--- config.mk ---
export PLATFORM = sky130hd
export DESIGN_NAME = csi_frame_capture_ctrl
export DESIGN_NICKNAME = d
export VERILOG_FILES = /design/src/rtl/csi_pkg.sv /design/src/rtl/csi_word_fifo.sv /design/src/rtl/csi_frame_capture_ctrl.sv
export SDC_FILE = /design/constraint.sdc
export NUM_CORES = 1
export LEC_CHECK = 0
export BUFFER_PORTS_ARGS = -buffer_cell sky130_fd_sc_hd__buf_4
export CORE_MARGIN = 4
export CORE_UTILIZATION = 45
export DETAILED_ROUTE_END_ITERATION = 7
export HOLD_SLACK_MARGIN = 0.12
export PLACE_DENSITY = 0.67
export SLEW_MARGIN = 20
export SYNTH_ARGS = -nofsm -noshare
export SYNTH_HDL_FRONTEND = slang
export SYNTH_SLANG_ARGS = --single-unit
--- constraint.sdc ---
create_clock -name clock_p -period 6.1 [get_ports clock_p]
set_input_delay 0.915 -clock clock_p [delete_from_list [all_inputs] [get_ports clock_p]]
set_output_delay 0.915 -clock clock_p [all_outputs]
set_load 0.02 [all_outputs]
--- src/rtl/csi_pkg.sv ---
// Shared types and constants for the CSI-2 frame capture controller.
package csi_pkg;

  localparam int unsigned CSI_WORD_BYTES = 4;
  localparam int unsigned CSI_WORD_WIDTH = CSI_WORD_BYTES * 8;

  typedef enum logic [2:0] {
    S_IDLE,
    S_ARMED,
    S_CAPTURE,
    S_DRAIN,
    S_DONE
  } capture_state_t;

endpackage

--- src/rtl/csi_word_fifo.sv ---
// Shift-register word FIFO: the head entry is always r_mem[0], so the read
// data and the full/empty flags all come straight from flops.
module csi_word_fifo #(
  parameter int unsigned DEPTH = 4,
  parameter int unsigned WIDTH = 32
) (
  input  logic             i_clk,
  input  logic             i_rst_n,
  input  logic             i_flush,
  input  logic             i_push,
  input  logic [WIDTH-1:0] i_push_data,
  input  logic             i_pop,
  output logic [WIDTH-1:0] o_rd_data,
  output logic             o_full,
  output logic             o_empty
);

  localparam int unsigned AW = $clog2(DEPTH);
  localparam int unsigned CW = AW + 1;

  logic [WIDTH-1:0] r_mem [DEPTH];
  logic [CW-1:0]    r_count;
  logic             r_full;
  logic             r_empty;
  logic [CW-1:0]    w_count_nxt;
  logic [CW-1:0]    w_wr_idx;
  logic             w_push_ok;
  logic             w_pop_ok;

  assign w_pop_ok    = i_pop && !r_empty;
  assign w_push_ok   = i_push && !r_full;
  assign w_count_nxt = r_count + CW'(w_push_ok) - CW'(w_pop_ok);
  // A simultaneous pop shifts everything down, so the new word lands one slot lower.
  assign w_wr_idx    = r_count - CW'(w_pop_ok);

  always_ff @(posedge i_clk or negedge i_rst_n) begin
    if (!i_rst_n) begin
      for (int i = 0; i < int'(DEPTH); i++) r_mem[i] <= '0;
      r_count <= '0;
      r_full  <= 1'b0;
      r_empty <= 1'b1;
    end else if (i_flush) begin
      r_count <= '0;
      r_full  <= 1'b0;
      r_empty <= 1'b1;
    end else begin
      if (w_pop_ok) begin
        for (int i = 0; i < int'(DEPTH) - 1; i++) r_mem[i] <= r_mem[i+1];
      end
      if (w_push_ok) r_mem[AW'(w_wr_idx)] <= i_push_data;
      r_count <= w_count_nxt;
      r_full  <= (w_count_nxt == CW'(DEPTH));
      r_empty <= (w_count_nxt == '0);
    end
  end

  assign o_rd_data = r_mem[0];
  assign o_full    = r_full;
  assign o_empty   = r_empty;

endmodule

--- src/rtl/csi_frame_capture_ctrl.sv ---
// Captures one CSI-2 frame (or a stream of frames) of 32-bit payload words
// into a word-addressed buffer through a small FIFO and valid/ready port.
module csi_frame_capture_ctrl
  import csi_pkg::*;
#(
  parameter int unsigned ADDR_WIDTH = 16,
  parameter int unsigned FIFO_DEPTH = 4
) (
  input  logic                      clock_p,
  input  logic                      reset_n,
  input  logic                      arm,
  input  logic                      abort,
  input  logic                      continuous,
  input  logic [ADDR_WIDTH:0]       max_words,
  input  logic                      sof,
  input  logic                      eof,
  input  logic                      word_valid,
  input  logic [CSI_WORD_WIDTH-1:0] word_data,
  output logic                      wr_valid,
  input  logic                      wr_ready,
  output logic [ADDR_WIDTH-1:0]     wr_addr,
  output logic [CSI_WORD_WIDTH-1:0] wr_data,
  output logic                      busy,
  output logic                      done,
  output logic [15:0]               frame_count,
  output logic [ADDR_WIDTH:0]       words_captured,
  output logic                      overflow,
  output logic                      truncated,
  output logic                      sync_error
);

  capture_state_t            r_state;
  capture_state_t            w_state_nxt;
  logic [1:0]                r_rst_sync;
  logic                      w_rst_n;
  logic [ADDR_WIDTH-1:0]     r_wr_addr;
  logic [ADDR_WIDTH:0]       r_words_captured;
  logic [ADDR_WIDTH:0]       r_words_accepted;
  logic [15:0]               r_frame_count;
  logic                      r_busy;
  logic                      r_done;
  logic                      r_overflow;
  logic                      r_truncated;
  logic                      r_sync_error;
  logic                      w_fifo_full;
  logic                      w_fifo_empty;
  logic [CSI_WORD_WIDTH-1:0] w_fifo_rd_data;
  logic                      w_arm_ok;
  logic                      w_start;
  logic                      w_in_capture;
  logic                      w_take;
  logic                      w_limit;
  logic                      w_push;
  logic                      w_wr_fire;

  // Assert asynchronously, release on a clock edge.
  always_ff @(posedge clock_p or negedge reset_n) begin
    if (!reset_n) r_rst_sync <= 2'b00;
    else          r_rst_sync <= {r_rst_sync[0], 1'b1};
  end
  assign w_rst_n = r_rst_sync[1];

  assign w_arm_ok     = !abort && (r_state == S_IDLE) && arm;
  assign w_start      = !abort && (r_state == S_ARMED) && sof;
  assign w_in_capture = !abort && (r_state == S_CAPTURE);
  assign w_take       = w_in_capture && word_valid;
  assign w_limit      = (r_words_accepted >= max_words);
  assign w_push       = w_take && !w_fifo_full && !w_limit;
  assign w_wr_fire    = wr_valid && wr_ready;

  csi_word_fifo #(
    .DEPTH (FIFO_DEPTH),
    .WIDTH (CSI_WORD_WIDTH)
  ) u_fifo (
    .i_clk       (clock_p),
    .i_rst_n     (w_rst_n),
    .i_flush     (abort),
    .i_push      (w_push),
    .i_push_data (word_data),
    .i_pop       (w_wr_fire),
    .o_rd_data   (w_fifo_rd_data),
    .o_full      (w_fifo_full),
    .o_empty     (w_fifo_empty)
  );

  always_ff @(posedge clock_p or negedge w_rst_n) begin
    if (!w_rst_n) r_state <= S_IDLE;
    else          r_state <= w_state_nxt;
  end

  always_comb begin
    w_state_nxt = r_state;
    if (abort) begin
      w_state_nxt = S_IDLE;
    end else begin
      case (r_state)
        S_IDLE:    if (arm) w_state_nxt = S_ARMED;
        S_ARMED:   if (sof) w_state_nxt = S_CAPTURE;
        S_CAPTURE: if (eof) w_state_nxt = S_DRAIN;
        S_DRAIN:   if (w_fifo_empty) w_state_nxt = S_DONE;
        S_DONE:    w_state_nxt = continuous ? S_ARMED : S_IDLE;
        default:   w_state_nxt = S_IDLE;
      endcase
    end
  end

  always_ff @(posedge clock_p or negedge w_rst_n) begin
    if (!w_rst_n) begin
      r_wr_addr        <= '0;
      r_words_captured <= '0;
      r_words_accepted <= '0;
      r_frame_count    <= '0;
      r_busy           <= 1'b0;
      r_done           <= 1'b0;
      r_overflow       <= 1'b0;
      r_truncated      <= 1'b0;
      r_sync_error     <= 1'b0;
    end else begin
      r_busy <= (w_state_nxt != S_IDLE);
      r_done <= (w_state_nxt == S_DONE);
      if (w_state_nxt == S_DONE) r_frame_count <= r_frame_count + 16'd1;
      // The FIFO is always empty when a frame starts, so no write can race the restart.
      if (w_start) begin
        r_wr_addr        <= '0;
        r_words_captured <= '0;
        r_words_accepted <= '0;
      end else begin
        if (w_wr_fire) begin
          r_wr_addr        <= r_wr_addr + ADDR_WIDTH'(1);
          r_words_captured <= r_words_captured + (ADDR_WIDTH+1)'(1);
        end
        if (w_push) r_words_accepted <= r_words_accepted + (ADDR_WIDTH+1)'(1);
      end
      if (w_arm_ok) begin
        r_overflow   <= 1'b0;
        r_truncated  <= 1'b0;
        r_sync_error <= 1'b0;
      end else begin
        if (w_take && w_fifo_full) r_overflow   <= 1'b1;
        if (w_take && w_limit)     r_truncated  <= 1'b1;
        if (w_in_capture && sof)   r_sync_error <= 1'b1;
      end
    end
  end

  assign wr_valid       = !w_fifo_empty;
  assign wr_data        = w_fifo_rd_data;
  assign wr_addr        = r_wr_addr;
  assign busy           = r_busy;
  assign done           = r_done;
  assign frame_count    = r_frame_count;
  assign words_captured = r_words_captured;
  assign overflow       = r_overflow;
  assign truncated      = r_truncated;
  assign sync_error     = r_sync_error;

endmodule

# After elaboration in Yosys (flattened, before gate mapping)
# Index checks and enable logic that the tools add are counted.
[op_classes]
muxes = 28
n_reduce_logical = 28
addsub = 7
bitwise = 2
n_eq_ne = 6
magnitude_cmp = 3
[op_table]
columns = ["operator", "n"]
rows = [
  ["96-bit two-way mux", 2],
  ["128-bit bitwise mux", 1],
  ["128-bit two-way mux", 1],
  ["17-bit two-way mux", 4],
  ["32-bit demux with 2-bit select", 1],
  ["17-bit by 1-bit adder with 17-bit output, second input constant", 2],
  ["16-bit by 1-bit adder with 16-bit output, second input constant", 2],
  ["16-bit two-way mux", 2],
  ["32-bit two-way mux", 1],
  ["3-bit two-way mux", 6],
  ["17-bit greater-or-equal comparator", 1],
  ["1-bit logical AND", 15],
  ["3-bit case mux with 5 select lines", 1],
  ["2-bit nonzero test", 5],
  ["3-bit == test, second input constant", 3],
  ["1-bit two-way mux", 9],
  ["3-bit by 2-bit == test with 1-bit output, second input constant", 2],
  ["3-bit zero test", 2],
  ["1-bit zero test", 4],
  ["3-bit by 1-bit adder with 3-bit output", 1],
  ["3-bit by 1-bit == test with 1-bit output, second input constant", 1],
  ["3-bit greater-or-equal comparator, second input constant", 1],
  ["3-bit by 1-bit < comparator with 1-bit output, second input constant", 1],
  ["2-bit inverter with 3-bit output", 1],
  ["other kinds (5)", 5],
]
[word_totals]
output_inout_bits = 87
reg_bits = 209
wordCells = 92

# Logic depth before layout (Yosys ltp)
# Gate-level depths: netlist of run 1.
[depth]
word_depth = 11
mapped_depth = 16
ltp_nobuf = 13

# Cells and area by module
# Synthesis of run 1 repeated with hierarchy kept, for this count alone.
[unflattened]
hier_cells = 903
area_unflattened_um2 = 10032.1
[by_module_without_submodules]
columns = ["module", "instances", "cells_per_inst", "area_each_um2", "seq_area_each_um2"]
rows = [
  ["csi_word_fifo", 1, 471, 5959.5, 3329.4],
  ["csi_frame_capture_ctrl", 1, 432, 4072.7, 1901.8],
]

# Worst setup path before layout of run 1
# Ideal clock, no wire load.
[synth_timing]
path_kind = "input to register"
startpoint = "input port max_words[16]"
endpoint = "register u_fifo.r_full, in the netlist u_fifo.o_full"
t_arrival_ps = 3864
n_path_buf = 3
path_stages = 16
slack_ps = 2150
setup_ps = 86
cell_sequence = "inv_1 -> ha_1 -> nand4_1 -> nor3_1 -> nand3_1 -> o211ai_4 -> buf_6 -> buf_2 -> buf_4 -> inv_1 -> ha_1 -> fa_1 -> xnor2_1 -> xnor2_1 -> nand2_1 -> nor3_1"
[synth_between]
elab_chain_cells = 8
[synth_rtl]
columns = ["item", "line", "text"]
rows = [
  ["start, declared", "csi_frame_capture_ctrl.sv:14", "input logic [ADDR_WIDTH:0] max_words,"],
  ["17-bit greater-or-equal comparator", "csi_frame_capture_ctrl.sv:67", "assign w_limit = (r_words_accepted >= max_words);"],
  ["1-bit zero test", "csi_frame_capture_ctrl.sv:68", "assign w_push = w_take && !w_fifo_full && !w_limit;"],
  ["1-bit logical AND", "csi_frame_capture_ctrl.sv:68", ""],
  ["1-bit logical AND", "csi_word_fifo.sv:31", "assign w_push_ok = i_push && !r_full;"],
  ["3-bit by 1-bit adder with 3-bit output", "csi_word_fifo.sv:32", "assign w_count_nxt = r_count + CW'(w_push_ok) - CW'(w_pop_ok);"],
  ["3-bit by 1-bit subtractor with 3-bit output", "csi_word_fifo.sv:32", ""],
  ["3-bit == test", "csi_word_fifo.sv:52", "r_full <= (w_count_nxt == CW'(DEPTH));"],
  ["1-bit two-way mux", "csi_word_fifo.sv:42", "end else if (i_flush) begin"],
  ["end signal, assigned", "csi_word_fifo.sv:52", ""],
  ["end, declared", "csi_word_fifo.sv:23", "logic r_full;"],
]
# No other way between the ends.
# A chain may end at the register's enable or synchronous reset.

# Worst setup path after layout of run 1
[layout_timing]
startpoint = "input port max_words[14]"
endpoint = "register u_fifo.r_full, in the netlist u_fifo.o_full"
# Same word-level chain as after synthesis.

==> results by group, run 1 <==
Status
  – Status: completed

Global routing
  – Total Routing Usage GR: 0.198
  – Initial antenna violation count: 0
  – Gr ovfl total: 0
  – Vias in the first global route: 8108
  – Largest net degree at the start of global routing: 184
  – First-pass GRT wire length: 43.0 mm

Routing
  – Post-DR vias/cell: 5.69
  – Wire length per cell: 17.9 um
  – Via count: 8237
  – Final wirelength: 26.0 mm
  – Post-route ant nets: 0
  – Initial DRC count: 577
  – Drt drc: 0
  – DRT Pass-1 Iters: 4

Clocking
  – Clk_lat worst skew: 510 ps
  – CTS resizes: 0
  – Hold buffers post-CTS: 0
  – Number of buffers created by CTS: 24
  – Clk sinks: 209
  – CTS H-tree depth: 1
  – Root Buffer: clkbuf_16
  – CTS tree: yes
  – Clock transition at path regs: 60 ps
  – Clock tree buffer depth: 3
  – Total setup buffers inserted after CTS: 0

Timing
  – Rel. slew slack: 0.341
  – Final Setup Violations: 0
  – Hold Vio Cnt, Final: 0
  – RSZ-0062 raised after global routing: false
  – Final period util: 0.651
  – Slew Limit Fails: 0
  – Max Freq: 0.252 GHz
  – Minimum clock period: 3970 ps
  – Clk_skew: 9.42 ps
  – Pin slew with the least headroom to its limit: 988 ps
  – Setup TNS: 0 ps

Synth
  – Synth cell types: 56
  – Primary FF master, synth: dfrtp_1
  – Fraction of registers with async set/reset: 1.00
  – Mapped cell area: 10600 um^2
  – Sequential fraction of the synthesis area: 0.495
  – Syn_nets: 1127
  – Yosys Warn Count: 0
  – Flops & latches, synth: 209
  – Syn Area/Cell: 10.1 um^2
  – EDFF count, synth: 0
  – Cell count after synthesis: 1044

Die
  – Core Area: 22800 um^2
  – Die Width: 161 um
  – DIE HEIGHT: 161 um
  – Starting Density: 0.463
  – Rows: 55
  – DIE AREA: 26000 um^2
  – Ports: 145

Cells and area
  – Area Growth Syn to Fin: 17.6%
  – Share of post-route cells with drive strength above 1: 0.249
  – Antenna cells: 0
  – Nets: 1202

Power and ir drop
  – Switching Share: 0.312
  – Power consumption: 4.83 mW
  – Power share of the clock group: 0.316
  – Sw power: 1.51 mW
  – Maximum VDD drop: 0.000208 V
  – Cell leakage power: 5.58 nW
  – Sequential fraction of design power: 0.420
  – Gate power share: 0.264
  – Cell internal pwr: 3.33 mW
  – Pwr/cell area: 389 nW/um^2

Critical path
  – Critical Path RT: 6510 ps
  – Crit Path Category: primary input to register
  – Worst-path fanout max: 29
  – WP data arrival: 4390 ps
  – Crit end category: register
  – Startpoint Class: primary input

Placement
  – IO Port Bufs: 144
  – Dpl hpwl: 15.6 mm
  – Final Wtd Congestion: 0.790

Min path
  – Tightest Hold Check Type: primary input to async pin

Job
  – # Max-Cap Violations: 0
## cell families (layout without fill, tap and decap cells)
group / after synthesis / in the layout / share of synthesized area
AOI/OAI and AO/OA: 196 / 196 / 0.149
xor gates and xnor gates: 46 / 46 / 0.0381
adders and majority gates: 25 / 25 / 0.0303
buffers and inverters: 142 / 233 / 0.0700
DFF: 209 / 209 / 0.495
muxes: 35 / 35 / 0.0370
other: 1 / 1 / 0.000355
and+or+nand+nor: 390 / 390 / 0.180
## power groups by stage
stage               logic [mW]  clock network, mW  registers (mW)
detailed placement        1.29                  0            2.04
global route              1.40               1.63            2.08
global placement          1.25                  0            2.04
floorplan                0.966                  0            2.01
finish                    1.28               1.53            2.03
CTS                       1.29               1.57            2.03
## per-layer routing
layer  up-vias  wire [um]  global-route usage
met3        31       1170              0.0260
met2       203      12500               0.322
met4         0        444              0.0489
met1      4107      11800               0.284
met5         -          0                   0
li1       3896          -                   -
## area by class of cell
| cell class | count | area (um^2) |
|---|---|---|
| well taps | 313 | 392 |
| fillers | 2076 | 10400 |
| inverters | 32 | 120 |
| multi-input cells | 693 | 4620 |
| clock buffers | 34 | 699 |
| clock inverters | 8 | 143 |
| repair buffers | 159 | 1230 |
| flip-flops and latches | 209 | 5240 |
## final timing paths
| path | from | end | slack, ps | depth (start not counted) |
|---|---|---|---|---|
| worst max register to register | r_words_accepted[14] | u_fifo.o_full | 2190 | 12 |
| min in group clock_p | r_rst_sync[0] | r_rst_sync[1] | 360 | 0 |
| worst max-delay path | max_words[14] | u_fifo.o_full | 2130 | 14 |
| max in group asynchronous | r_rst_sync[1] | wr_addr[7] | 4540 | 2 |
| worst min-delay path | reset_n | r_rst_sync[0] | 190 | 1 |
| worst min register to register | r_rst_sync[1] | busy | 240 | 0 |
## synth_stat cells, types with 2 or more instances
cell / instances / area (um^2)
dfrtp_1: 208 / 5200
nor2_1: 111 / 417
nor3_1: 74 / 370
nand2_1: 70 / 263
clkbuf_1: 51 / 191
o21ai_0: 46 / 230
o221a_1: 36 / 405
buf_4: 34 / 255
nor4_1: 34 / 213
a211oi_1: 32 / 240
inv_1: 31 / 116
a21oi_1: 29 / 145
mux2_2: 29 / 327
nand3_1: 28 / 140
o221a_2: 28 / 315
xor2_1: 27 / 236
ha_1: 24 / 300
xnor2_1: 19 / 166
or2_2: 18 / 113
buf_2: 15 / 75.1
nand4_1: 15 / 93.8
or3_1: 11 / 68.8
buf_6: 8 / 90.1
and3_1: 7 / 43.8
o31ai_1: 7 / 52.6
and4_1: 6 / 52.6
or4_1: 6 / 45.0
mux2_1: 4 / 45.0
a21o_1: 3 / 22.5
a31oi_1: 3 / 18.8
nor2b_1: 3 / 18.8
buf_1: 2 / 7.51
mux2i_1: 2 / 20.0
## metrics by stage
step / setup WS [ps] / util / hold slack, ps / instances / instance area (um^2)
floorplan: 2150 / - / 331 / 1044 / 10600
global placement: 1800 / 0.506 / 245 / 1405 / 11600
detailed placement: 1610 / 0.506 / 257 / 1405 / 11600
CTS: 2150 / 0.543 / 156 / 1447 / 12400
global route: 1830 / 0.544 / 163 / 1448 / 12400
finish: 2130 / 0.544 / 185 / 1448 / 12400
## critical path, stage by stage
cell	delay [ps]
buf_4	70
inv_1	40
ha_1	300
nand4_1	170
nor3_1	430
nand3_1	350
o211ai_4	800
inv_1	110
ha_1	230
fa_1	390
xnor2_1	200
xnor2_1	160
nand2_1	100
nor3_1	140
## cells in the final DEF (no fill, tap or decap), types with 2 or more instances in the layout
| master | netlist | routed |
|---|---|---|
| a211oi_1 | 32 | 32 |
| a21o_1 | 3 | 3 |
| a21oi_1 | 29 | 29 |
| a31oi_1 | 3 | 3 |
| and3_1 | 7 | 7 |
| and4_1 | 6 | 6 |
| buf_4 | 34 | 157 |
| bufinv_16 | 0 | 4 |
| clkbuf_1 | 51 | 5 |
| clkbuf_16 | 0 | 25 |
| clkbuf_8 | 0 | 4 |
| clkinv_2 | 0 | 3 |
| dfrtp_1 | 208 | 207 |
| ha_1 | 24 | 24 |
| inv_1 | 31 | 31 |
| mux2_1 | 4 | 4 |
| mux2_2 | 29 | 29 |
| mux2i_1 | 2 | 2 |
| nand2_1 | 70 | 69 |
| nand3_1 | 28 | 28 |
| nand4_1 | 15 | 15 |
| nor2_1 | 111 | 110 |
| nor2b_1 | 3 | 3 |
| nor3_1 | 74 | 74 |
| nor4_1 | 34 | 33 |
| o21ai_0 | 46 | 46 |
| o221a_1 | 36 | 36 |
| o221a_2 | 28 | 28 |
| o31ai_1 | 7 | 7 |
| or2_2 | 18 | 18 |
| or3_1 | 11 | 11 |
| or4_1 | 6 | 6 |
| xnor2_1 | 19 | 19 |
| xor2_1 | 27 | 27 |
Power figures use the tool's default switching activity.
==> run 2, diff against run 1 <==
- PLACE_DENSITY: 0.67 -> unset
- clock period: 6.1 -> 4 ns (I/O delays scaled with it)
==> run 2 against run 1 <==
  * Final area increased by 1.1%
  * Clock power up 53%
  * Global-route usage fell by 0.23 points
  * Core utilization rose by 0.59 points
  * Worst setup slack got worse by 1600 ps
  * Non-clock buffer count increased by 14
  * Highest routed layer unchanged
  * Register-to-register slack lost 1600 ps
  * First-iteration DRC count is 24% lower
==> results by group, run 2 (synthesis results as in run 1) <==
Power and ir drop
  – Cell internal pwr: 5.06 mW (+52%)
  – Power consumption: 7.39 mW (+53%)
  – Gate power share: 0.265 (about the same)
  – Pwr/cell area: 588 nW/um^2 (+51%)
  – Maximum VDD drop: 0.000284 V (+37%)
  – Sequential fraction of design power: 0.418 (-0.002)
  – Cell leakage power: 5.66 nW (+1.5%)
  – Switching Share: 0.315 (+0.00332)
  – Power share of the clock group: 0.317 (about the same)
  – Sw power: 2.33 mW (+54%)

Clocking
  – Clock tree buffer depth: 3 (unchanged)
  – Clk_lat worst skew: 530 ps (+20 ps)
  – Clock transition at path regs: 60 ps (about the same)
  – CTS tree: yes
  – Root Buffer: clkbuf_16
  – Number of buffers created by CTS: 25 (+4.2%)
  – Clk sinks: 209 (unchanged)
  – CTS resizes: 0 (unchanged)
  – CTS H-tree depth: 1 (unchanged)

Die
  – DIE AREA: 26000 um^2 (unchanged)
  – Core Area: 22800 um^2 (unchanged)
  – Starting Density: 0.463 (unchanged)
  – Ports: 145 (unchanged)
  – Rows: 55 (unchanged)
  – Die Width: 161 um (unchanged)
  – DIE HEIGHT: 161 um (unchanged)

Timing
  – RSZ-0062 raised after global routing: false
  – Pin slew with the least headroom to its limit: 1110 ps (+123 ps)
  – Hold Vio Cnt, Final: 0 (unchanged)
  – Rel. slew slack: 0.254 (-0.0875)
  – Minimum clock period: 3460 ps
  – Slew Limit Fails: 0 (unchanged)
  – Setup TNS: 0 ps (unchanged)
  – Clk_skew: 11.7 ps (+2.28 ps)
  – Final period util: 0.864
  – Final Setup Violations: 0 (unchanged)
  – Max Freq: 0.289 GHz

Routing
  – Drt drc: 0 (unchanged)
  – Initial DRC count: 440 (-24%)
  – Final wirelength: 26.0 mm (about the same)
  – Wire length per cell: 17.7 um (-1.2%)
  – Post-DR vias/cell: 5.56 (-2.3%)
  – DRT Pass-1 Iters: 5 (+1)
  – Post-route ant nets: 0 (unchanged)
  – Via count: 8148 (-1.1%)

Placement
  – Dpl hpwl: 16.6 mm (+6.5%)
  – Final Wtd Congestion: 0.752 (-4.9%)
  – IO Port Bufs: 144 (unchanged)

Job
  – # Max-Cap Violations: 0 (unchanged)

Critical path
  – Buffer and inverter count on the worst path: 1 (-2)
  – Worst R2R Path Depth: 12 (unchanged)
  – Crit-path cells: ha_1 > nand4_1 > nor3_1 > nand3_1 > o211ai_4 > inv_1 > ha_1 > fa_1 > xnor2_1 > xnor2_1 > nand2_1 > nor3_1
  – Crit Path Category: register to register
  – Startpoint Class: register
  – Crit end category: register
  – Reg2Reg Setup Slack: 540 ps (-1650 ps)
  – Worst-path fanout max: 10 (-66%)
  – CP top delay family: simple AND/OR/NAND/NOR gates
  – RR Endpoint: u_fifo.o_full
  – Critical Path RT: 4440 ps (-2070 ps)
  – R2R Path Start: r_words_accepted[14]
  – CP max stage delay: 480 ps (-320 ps)
  – WP data arrival: 3890 ps (-500 ps)
  – Worst path slowest cell: o211ai_4

Min path
  – Tightest Hold Check Type: register to async pin

Cells and area
  – Post-layout util: 0.550 (+0.00591)
  – Nets: 1217 (+1.2%)
  – Commonest non-fill, non-tap cell in the layout: dfrtp_1
  – Most frequent cells in the layout: dfrtp_1, buf_4, nor2_1
  – Antenna cells: 0 (unchanged)
  – Share of post-route cells with drive strength above 1: 0.260 (+0.0109)
  – Area Growth Syn to Fin: 18.9%

Global routing
  – Initial antenna violation count: 0 (unchanged)
  – Gr ovfl total: 0 (unchanged)
  – Total Routing Usage GR: 0.196 (-0.00233)
  – First-pass GRT wire length: 42.8 mm (-0.43%)
  – Largest net degree at the start of global routing: 96 (-48%)
  – Vias in the first global route: 7972 (-1.7%)

Status
  – Status: completed
-- run 2: cell types whose count changed in the layout (fill, tap and decap cells not counted), sizes merged --
cell | previous run | this run
clkbuf | 34 | 39
clkinvlp | 1 | 0
buf | 159 | 172
clkinv | 4 | 5
inv | 31 | 32
dlygate4sd3 | 0 | 1
bufinv | 4 | 2
-- run 2: power by group through the flow --
stage | clock [mW] | combinational [mW] | sequential, mW
3_5_place_dp | 0 | 1.97 | 3.12
5_1_grt | 2.49 | 2.15 | 3.16
3_3_place_gp | 0 | 1.93 | 3.12
4_1_cts | 2.39 | 1.97 | 3.09
6_report | 2.34 | 1.96 | 3.08
2_1_floorplan | 0 | 1.47 | 3.07
-- run 2: cell type report --
class                           count  area (um^2)
Timing Repair Buffer              173         1350
Multi-Input combinational cell    693         4620
Inverter                           32          120
Fill cell                        2101        10300
Sequential cell                   209         5240
Clock buffer                       39          768
Tap cell                          313          392
Clock inverter                      7         88.8
-- run 2: how the worst max path moves through the flow --
| stage | from | to | slack (ps) | cells past startpoint |
|---|---|---|---|---|
| floorplan | max_words[16] | u_fifo.o_full | 360 | 16 |
| global placement | max_words[16] | u_fifo.o_full | 320 | 14 |
| detailed placement | max_words[16] | u_fifo.o_full | 240 | 14 |
| CTS | r_words_accepted[14] | u_fifo.o_full | 520 | 12 |
| global route | r_words_accepted[16] | u_fifo.o_full | 270 | 12 |
| finish | r_words_accepted[14] | u_fifo.o_full | 540 | 12 |
-- run 2: what timing repair did --
item	CTS	global route
endpoints found under the setup margin	0	0
hold buffers	1	0
buffers inserted	0	0
endpoints found under the hold margin	2	0
-- run 2: layer usage --
| layer | vias to the layer above | global-route usage | part of all wire |
|---|---|---|---|
| met2 | 150 | 0.331 | 0.48 |
| met4 | 0 | 0.0396 | 0.018 |
| met5 | - | 0 | 0 |
| met1 | 4042 | 0.274 | 0.47 |
| met3 | 34 | 0.0253 | 0.033 |
| li1 | 3922 | - | - |
-- run 2: per-stage QoR --
step / std cells / worst slack, ps / instance area [um^2] / hold WS (ps)
after detailed placement: 1418 / 242 / 11700 / 342
after floorplan: 1044 / 365 / 10600 / 304
after CTS: 1465 / 515 / 12500 / 323
after global routing: 1466 / 266 / 12600 / 285
after global placement: 1418 / 318 / 11700 / 335
final: 1466 / 545 / 12600 / 246
==> run 3, diff against run 2 <==
- CAP_MARGIN: unset -> 25
- PLACE_DENSITY: unset -> 0.65
- SETUP_SLACK_MARGIN: unset -> 0.3
- SYNTH_HIERARCHICAL: unset -> 1
==> run 3 against run 2 <==
  * Clock power fell by 7%
  * Largest power group unchanged
  * Combinational power fell by 73%
  * Global-route usage fell by 0.25 points
==> results by group, run 3 <==
Clocking
  – CTS tree: yes
  – Clk_lat worst skew: 500 ps (-30 ps)
  – CTS H-tree depth: 1 (unchanged)
  – Clock tree buffer depth: 3 (unchanged)
  – Number of buffers created by CTS: 23 (-8.0%)
  – Clk sinks: 209 (unchanged)
  – CTS resizes: 0 (unchanged)
  – Root Buffer: clkbuf_16
  – Clock transition at path regs: 60 ps (about the same)

Power and ir drop
  – Pwr/cell area: 417 nW/um^2 (-29%)
  – Cell leakage power: 6.27 nW (+11%)
  – Maximum VDD drop: 0.000282 V (-0.36%)

Critical path
  – Reg2Reg Setup Slack: 670 ps (+120 ps)
  – Worst-path fanout max: 6 (-4)
  – Crit-path cells: ha_1 > and3_1 > a221o_1 > a22oi_2 > o2111ai_2 > inv_1 > nor2b_1 > xnor2_1 > ha_1 > inv_1 > fa_1 > xnor2_1 > nor2_1 > and3_1
  – Worst path slowest cell: dfrtp_1
  – Crit end category: register
  – Buffer and inverter count on the worst path: 2 (+1)
  – WP data arrival: 3730 ps (-160 ps)
  – R2R Path Start: r_words_accepted[7]
  – CP top delay family: adder cells
  – Startpoint Class: register
  – RR Endpoint: u_fifo/o_full
  – Crit. Startpoint: r_words_accepted[7]
  – Crit Path Category: register to register
  – CP max stage delay: 430 ps (-50 ps)
  – Critical Path RT: 4390 ps (-50 ps)
  – Worst R2R Path Depth: 14 (+2)

Routing
  – Initial DRC count: 440 (unchanged)
  – Wire length per cell: 18.1 um (+2.1%)
  – Post-route ant nets: 0 (unchanged)
  – Highest routed layer: met4
  – Post-DR vias/cell: 5.63 (+1.3%)
  – Drt drc: 0 (unchanged)
  – DRT Pass-1 Iters: 5 (unchanged)
  – Met3 WL post-DR: 1.23 mm (+43%)
  – Met2 routed WL: 11.4 mm (-8.3%)
  – Final wirelength: 23.6 mm (-9.3%)
  – Wl on met1: 10.6 mm (-13%)
  – Via count: 7333 (-10%)

Die
  – DIE AREA: 24700 um^2 (-4.8%)
  – Ports: 145 (unchanged)
  – DIE HEIGHT: 157 um (-2.4%)
  – Starting Density: 0.458 (-0.00437)
  – Rows: 54 (-1.8%)
  – Core Area: 21900 um^2 (-4.2%)
  – Die Width: 157 um (-2.4%)

Synth
  – Mapped cell area: 10000 um^2 (-5.1%)
  – Flops & latches, synth: 209 (unchanged)
  – Count leader, synth: dfrtp_1
  – Cell count after synthesis: 903 (-14%)
  – Syn_nets: 984 (-13%)
  – Synth cell types: 55 (-1.8%)
  – Fraction of registers with async set/reset: 1.00 (unchanged)
  – Sequential fraction of the synthesis area: 0.521 (+0.0265)
  – Synth top area cells: dfrtp_1, a221o_1, and3_1, mux2_2, buf_4
  – Yosys Warn Count: 6 (+6)
  – EDFF count, synth: 0 (unchanged)
  – Synth top area share: 0.519 (+0.0264)
  – Cell taking the most area after synthesis: dfrtp_1
  – Primary FF master, synth: dfrtp_1
  – Syn Area/Cell: 11.1 um^2 (+9.7%)
  – Post-synth top cells: dfrtp_1, and3_1, a221o_1, nand2_1, nor2_1

Cells and area
  – Commonest non-fill, non-tap cell in the layout: dfrtp_1
  – Area Growth Syn to Fin: 19.8%
  – Nets: 1089 (-11%)
  – Share of post-route cells with drive strength above 1: 0.257 (-0.00285)
  – Antenna cells: 0 (unchanged)
  – Most frequent cells in the layout: dfrtp_1, buf_4, and3_1

Placement
  – Dpl hpwl: 15.3 mm (-7.6%)
  – Setup slack at placement: 393 ps (+151 ps)
  – IO Port Bufs: 144 (unchanged)
  – Final Wtd Congestion: 0.804 (+7.0%)

Global routing
  – First-pass GRT wire length: 39.5 mm (-7.7%)
  – Largest net degree at the start of global routing: 124 (+29%)
  – Gr ovfl total: 0 (unchanged)
  – Vias in the first global route: 7411 (-7.0%)
  – Total Routing Usage GR: 0.193 (-0.00250)
  – Initial antenna violation count: 0 (unchanged)

Min path
  – Tightest Hold Check Type: primary input to register
  – Hold_sp: word_data[6]
  – Cell count of the worst hold path: 2

Timing
  – Pin slew with the least headroom to its limit: 967 ps (-144 ps)
  – Final Setup Violations: 0 (unchanged)
  – RSZ-0062 raised after global routing: false
  – Minimum clock period: 3330 ps (-122 ps)
  – Setup TNS: 0 ps (unchanged)
  – Worst Setup Slack, final: 667 ps (+122 ps)
  – Slew Limit Fails: 0 (unchanged)
  – Clk_skew: 10.7 ps (-0.961 ps)
  – Max Freq: 0.300 GHz (+3.7%)
  – Final period util: 0.833 (-0.0306)
  – Rel. slew slack: 0.353 (+0.0992)
  – Hold Vio Cnt, Final: 0 (unchanged)

Status
  – Status: completed

Job
  – # Max-Cap Violations: 0 (unchanged)
==> run 3: cells by family (layout without fill, tap and decap cells) <==
group	after synthesis	after routing	share of synthesized area
AOI/OAI and AO/OA	180	180	0.146
xor gates and xnor gates	40	40	0.0349
adders and majority gates	23	23	0.0294
buffers and inverters	115	234	0.0590
DFF	209	209	0.521
muxes	38	38	0.0420
other	1	1	0.000374
and+or+nand+nor	297	297	0.167
==> run 3: layer usage <==
layer,vias up,GRT usage
li1,3507,-
met1,3635,0.277
met2,167,0.317
met3,24,0.0258
met4,0,0.0418
met5,-,0
==> run 3: report_power, final <==
group / internal (mW) / leakage (nW) / switching [mW] / total (mW)
Sequential: 2.21 / 2.88 / 0.0999 / 2.31
Combinational: 0.243 / 3.01 / 0.279 / 0.522
Clock: 1.35 / 0.384 / 0.828 / 2.18
Total: 3.81 / 6.27 / 1.21 / 5.02
==> run 3: cell type report <==
class / count / area (um^2)
fillers: 1930 / 9870
flip-flops and latches: 209 / 5240
multi-input cells: 579 / 4260
repair buffers: 167 / 1280
clock buffers: 31 / 666
well taps: 280 / 350
clock inverters: 8 / 124
inverters: 28 / 105
==> run 3: metrics by stage <==
step	util	hold WS, ps	cells	cell area [um^2]	total power [mW]
after global placement	0.513	338	1262	11200	2.87
after CTS	0.549	312	1302	12000	5.09
after detailed placement	0.513	344	1262	11200	2.88
after floorplan	-	304	903	10000	2.69
after global routing	0.549	333	1302	12000	5.24
final	0.549	341	1302	12000	5.02
==> run 3: worst max-delay path by stage <==
| stage | end | slack (ps) | depth (start not counted) |
|---|---|---|---|
| 2_1_floorplan | u_fifo/o_full | 420 | 16 |
| 3_3_place_gp | u_fifo/o_full | 470 | 16 |
| 3_5_place_dp | u_fifo/o_full | 390 | 16 |
| 4_1_cts | u_fifo/o_full | 650 | 14 |
| 5_1_grt | u_fifo/o_rd_data[18] | 460 | 11 |
| 6_report | u_fifo/o_full | 670 | 14 |
==> run 3: worst reg2reg max path, delay by kind of cell (launching register included) <==
| kind | cells | cell delay (ps) |
|---|---|---|
| fa+ha+maj | 3 | 840 |
| compound gates | 3 | 760 |
| simple gates | 4 | 690 |
| flops | 1 | 430 |
| xor+xnor | 2 | 310 |
| buf+inv | 2 | 210 |
==> run 3: repair_timing <==
item / in CTS / in global routing
hold buffers: 1 / 0
setup buffers: 0 / 0
endpoints found under the hold margin: 2 / 0
